===== src/rtl/button_conditioner.sv =====
// Button conditioner: synchronises and debounces four colour buttons and a
// start button, then turns the debounced colours into one accepted colour
// code per physical press for the game controller.
module button_conditioner #(
  parameter int unsigned DEBOUNCE_CYCLES = 250000,
  parameter int unsigned CNT_W           = 18
) (
  input  logic       CLK,
  input  logic       RST_N,
  input  logic [3:0] BTN,
  input  logic       START_BTN,
  output logic [1:0] IN,
  output logic       IN_VALID,
  output logic       START_GAME,
  output logic [3:0] BTN_DB
);

  localparam int unsigned NUM_COLOURS = 4;
  localparam int unsigned NUM_INPUTS  = NUM_COLOURS + 1;
  localparam int unsigned START_IDX   = NUM_COLOURS;

  // Counter value on which a pending level change is committed
  localparam logic [CNT_W-1:0] CNT_LAST = CNT_W'(DEBOUNCE_CYCLES - 1);

  localparam logic [1:0] ST_IDLE    = 2'd0;
  localparam logic [1:0] ST_PRESSED = 2'd1;
  localparam logic [1:0] ST_LOCKOUT = 2'd2;

  // Raw inputs gathered into one vector: colours in [3:0], start on top
  logic [NUM_INPUTS-1:0] raw;
  logic [NUM_INPUTS-1:0] sync_meta;
  logic [NUM_INPUTS-1:0] sync_q;

  // Debounced levels and per-input stability counters
  logic [NUM_INPUTS-1:0] db_q;
  logic [NUM_INPUTS-1:0] db_nxt;
  logic [CNT_W-1:0]      cnt_q   [NUM_INPUTS];
  logic [CNT_W-1:0]      cnt_nxt [NUM_INPUTS];

  // Colour press FSM
  logic [1:0]             state_q;
  logic [1:0]             state_nxt;
  logic [1:0]             in_nxt;
  logic                   valid_nxt;
  logic [NUM_COLOURS-1:0] colour_db;
  logic                   colour_one_hot;
  logic [1:0]             colour_code;

  assign raw = {START_BTN, BTN};

  // Two-flop synchroniser for every raw input
  always_ff @(posedge CLK or negedge RST_N) begin
    if (!RST_N) begin
      sync_meta <= '0;
      sync_q    <= '0;
    end else begin
      sync_meta <= raw;
      sync_q    <= sync_meta;
    end
  end

  // Debounce: a level change commits only after DEBOUNCE_CYCLES consecutive
  // cycles of disagreement; any agreeing cycle restarts the count
  always_comb begin
    db_nxt = db_q;
    for (int i = 0; i < int'(NUM_INPUTS); i++) begin
      cnt_nxt[i] = '0;
      if (sync_q[i] != db_q[i]) begin
        if (cnt_q[i] == CNT_LAST) begin
          db_nxt[i] = sync_q[i];
        end else begin
          cnt_nxt[i] = cnt_q[i] + CNT_W'(1);
        end
      end
    end
  end

  // Debounce state registers
  always_ff @(posedge CLK or negedge RST_N) begin
    if (!RST_N) begin
      db_q <= '0;
      for (int i = 0; i < int'(NUM_INPUTS); i++) begin
        cnt_q[i] <= '0;
      end
    end else begin
      db_q  <= db_nxt;
      cnt_q <= cnt_nxt;
    end
  end

  assign colour_db      = db_q[NUM_COLOURS-1:0];
  assign colour_one_hot = (colour_db != '0) &&
                          ((colour_db & (colour_db - 4'd1)) == '0);

  // Encode the single set colour bit; only meaningful when one-hot
  always_comb begin
    colour_code = 2'd0;
    case (colour_db)
      4'b0001: colour_code = 2'd0;
      4'b0010: colour_code = 2'd1;
      4'b0100: colour_code = 2'd2;
      4'b1000: colour_code = 2'd3;
      default: colour_code = 2'd0;
    endcase
  end

  // Press FSM next state and next outputs; IN holds unless a press is taken
  always_comb begin
    state_nxt = state_q;
    in_nxt    = IN;
    valid_nxt = 1'b0;
    case (state_q)
      ST_IDLE: begin
        if (colour_one_hot) begin
          in_nxt    = colour_code;
          valid_nxt = 1'b1;
          state_nxt = ST_PRESSED;
        end else if (colour_db != '0) begin
          state_nxt = ST_LOCKOUT;
        end
      end
      ST_PRESSED: begin
        if (colour_db[IN]) begin
          valid_nxt = 1'b1;
        end else if (colour_db == '0) begin
          state_nxt = ST_IDLE;
        end else begin
          state_nxt = ST_LOCKOUT;
        end
      end
      ST_LOCKOUT: begin
        if (colour_db == '0) begin
          state_nxt = ST_IDLE;
        end
      end
      default: begin
        state_nxt = ST_IDLE;
      end
    endcase
  end

  // FSM state register
  always_ff @(posedge CLK or negedge RST_N) begin
    if (!RST_N) begin
      state_q <= ST_IDLE;
    end else begin
      state_q <= state_nxt;
    end
  end

  // Registered colour outputs
  always_ff @(posedge CLK or negedge RST_N) begin
    if (!RST_N) begin
      IN       <= 2'd0;
      IN_VALID <= 1'b0;
    end else begin
      IN       <= in_nxt;
      IN_VALID <= valid_nxt;
    end
  end

  assign START_GAME = db_q[START_IDX];
  assign BTN_DB     = db_q[NUM_COLOURS-1:0];

endmodule


===== config.mk =====
export PLATFORM = sky130hd
export DESIGN_NAME = button_conditioner
export DESIGN_NICKNAME = d
export VERILOG_FILES = /design/src/rtl/button_conditioner.sv
export SDC_FILE = /design/constraint.sdc
export NUM_CORES = 1
export LEC_CHECK = 0
export ABC_CLOCK_PERIOD_IN_PS = 4800
export BUFFER_PORTS_ARGS = -buffer_cell sky130_fd_sc_hd__buf_2
export CAP_MARGIN = 20
export CORE_MARGIN = 5
export CORE_UTILIZATION = 40
export CTS_BUF_LIST = sky130_fd_sc_hd__clkbuf_8
export DETAILED_ROUTE_END_ITERATION = 10
export GPL_ROUTABILITY_DRIVEN = 0
export SYNTH_ARGS = -nofsm -noshare
export SYNTH_HDL_FRONTEND = slang
export SYNTH_SLANG_ARGS = --single-unit
export TNS_END_PERCENT = 30

===== constraint.sdc =====
create_clock -name CLK -period 4.8 [get_ports CLK]
set_input_delay 0.96 -clock CLK [delete_from_list [all_inputs] [get_ports CLK]]
set_output_delay 0.96 -clock CLK [all_outputs]
set_load 0.02 [all_outputs]

==> run metrics <==
status=completed; Simple-Gate Fraction of Synth Area=0.2626; Clock Pin Slew Worst Setup and Hold Paths=approximately 100 ps; Mapped Cells=529; CTS tree=built; Die X=about 130 um; syn_area_per_cell=just over 10 sq um; largest net degree at the start of global routing=85; slowest CP cell=dfrtp_1; Worst slew margin=0.3385; Post-DRT Antenna Nets=0; fmax=~440 MHz; Initial Utilization=0.4106; Worst path max stage delay=~670 ps; Post-CTS Setup Repair Bufs=0; power density over the cells=about 260 nW/um^2; Core Box Area=13350 sq um; worst reg2reg endpoint=cnt_q[16]; CP Max Fanout=12; vias in the first global route=approximately 3800; initial antenna violation count=0; clk root buf=clkbuf_8; Required @ worst endpoint=3840 ps; Synth-to-Final Area Change=7.238%; Overflow after GRT=0; CP endpoint kind=output pin; setup tns final=0 ps; total CTS buffers=9; drt drc=0; Final Setup Violations=0; drt pass-1 iters=4; Cell variety after synth=43; Setup WS pre-CTS=2547 ps; Post-Synth XOR/XNOR Area=0.1295; DP HPWL=~7 mm; Boundary Pins=15; gr usage total=0.1354; antenna cells=0; area leader, netlist=dfrtp_1; Final Skew=slightly above 10 ps; # rows=42; Leak Pwr=around 2.4 nW; mux contribution to synthesized area=0.01621; Top delay family on crit path=flip-flops; hold-fix buffers at CTS=0; PostCTS Resize Cnt=0; Compound-Gate Fraction of Synth Area=0.05160; FF-to-FF path depth=4; Buffers & Inverters on Critical Path=1; Cell Chain, Critical Path=buf_2; Setup crit start kind=flip-flop; Routed WL per cell=roughly 14 um; hold endpoint=sync_q[4]; clock sink count=110; synthesis-stage register bit count=110; RSZ-0062 raised after global routing=false; HP Class=flip-flop to flip-flop; Crit Path Category=flip-flop to output pin; die area=approximately 16000 sq um; post-route minimum period=about 2300 ps; Yosys top cell area share=0.5023; die height=127.1 um; WL final=~10 mm; vias=3862; Fill cells=roughly 1300; post-route clock period utilization=0.4736; Clk Latency, worst-skew pair=around 380 ps; DR vias/cell=5.364; beginning of the worst hold path=sync_meta[4]; final hold vios=0; r2r startpoint=cnt_q[0]; post-synthesis cell area=between 5000 and 6000 sq um; initial drt markers=329; Max Slew Vio Count=0; r2r setup slk=between 2000 and 3000 ps; Slew @ Worst Pin=~990 ps; first-pass GRT wire length=approximately 18 mm; final worst slack=approximately 2500 ps; Yosys warnings=0; Nets=~550; share of layout cells above drive strength 1=0.09743; htree depth=3; Port Buf Inserts=14; worst vdd ir=around 0.14 mV; dominant cells by area after synthesis=dfrtp_1 (50%), xnor2_1 (8.8%), nor2_1 (6.4%); Syn Nets=around 540; maxcap violations=0; hold depth=0; Adder-Cell Fraction of Synth Area=0.01324; Seq/Total Area, Yosys=0.5023; Worst EP arrival=1310 ps; largest buffer count on any clock path=2; largest family of logic cells by synthesized area=simple AND/OR/NAND/NOR gates
## Yosys cell counts, drive strengths merged
library cell  instances
or4                   5
dfrtp               110
nand2                30
or3                   1
inv                   9
nor2b                 1
nand3                34
nor2                 94
o22a                  1
mux2i                 1
o21ai                 3
a221oi                1
buf                  11
o32ai                 1
and4bb                3
or3b                  1
and3                  1
ha                    5
or2                   4
nor3                 19
and4                  5
xnor2                55
o41ai                 5
nand3b                3
a31oi                 1
nor4                 41
xor2                 26
a21oi                 9
mux4                  1
nand4                26
mux2                  5
maj3                  1
nor3b                 1
clkbuf                5
o31ai                 5
o21a                  2
nor4b                 3
## through the flow
stage	utilization	cells	power (mW)	instance area, sq um	hold WS, ps
6_report	0.4403	720	1.519	5877	362.1
3_3_place_gp	0.4255	704	1.028	5679	335.3
2_1_floorplan	-	529	1.003	5480	331.2
4_1_cts	0.4382	719	1.554	5849	361.1
3_5_place_dp	0.4255	704	1.031	5679	335.8
5_1_grt	0.4403	720	1.604	5877	368.1
## kinds of logic after synthesis
kind of cell             count (synthesis)
AND/OR/NAND/NOR                        272
flip-flops                             110
XOR/XNOR                                81
AO/OA/AOI/OAI                           28
buffers and inverters                   25
multiplexers                             7
adder cells (fa/ha/maj)                  6
## power breakdown
| group | leakage, nW | switching, mW | internal (mW) |
|---|---|---|---|
| Clock | 0.0875 | 0.316 | 0.190 |
| Sequential | 1.50 | 0.0139 | 0.940 |
| Combinational | 0.813 | 0.0398 | 0.0192 |
| Total | 2.40 | 0.369 | 1.15 |
## registers in the layout, indices dropped and copies added, names as in the netlist
register,flops
sync_meta,5
sync_q,5
db_q,5
IN,2
state_q,2
IN_VALID,1
cnt_q,90
## cell usage in the layout (no fill, tap or decap), types with 3 or more instances in the layout
master and n:
nand2_1 30, nor2_1 94, xor2_1 26, a21oi_1 9, inv_1 10, xnor2_1 55
dfrtp_1 110, o41ai_4 5, nor4_1 41, and4_1 5, nand3b_1 3, buf_2 13
clkbuf_8 9, nand4_4 3, o31ai_1 5, nor3_1 19, or4_1 5, or2_2 4
mux2_2 5, o21ai_0 3, nand4_1 23, ha_1 5, nand3_1 32
## per-layer routing
layer	wire [um]	vias to the layer above	track usage	part of all wire
li1	-	1899	-	-
met1	4969	1909	0.1857	0.49
met2	4795	44	0.2120	0.47
met3	291	10	0.03923	0.029
met4	112	0	0.03596	0.011
met5	0	-	0	0
## area by class of cell
cell class,instances,area (sq um),area share
clock buffer,9,123.9,0.02108
clock inverter,6,46.29,0.007877
tap,176,220.2,0.03747
timing repair buffer,16,107.6,0.01831
multi-input combinational,394,2592,0.4411
sequential,110,2753,0.4684
inverter,9,33.78,0.005748
## worst max path at each step
stage / start / endpoint / slack, ps / depth (start not counted)
4_1_cts: db_q[1] / BTN_DB[1] / 2500 / 1
3_5_place_dp: cnt_q[0] / cnt_q[10] / 2550 / 4
2_1_floorplan: cnt_q[0] / cnt_q[10] / 3050 / 5
5_1_grt: cnt_q[0] / cnt_q[16] / 2340 / 4
3_3_place_gp: RST_N / cnt_q[15] / 2590 / 2
6_report: db_q[1] / BTN_DB[1] / 2530 / 1
(Power assumes the default switching activity.)
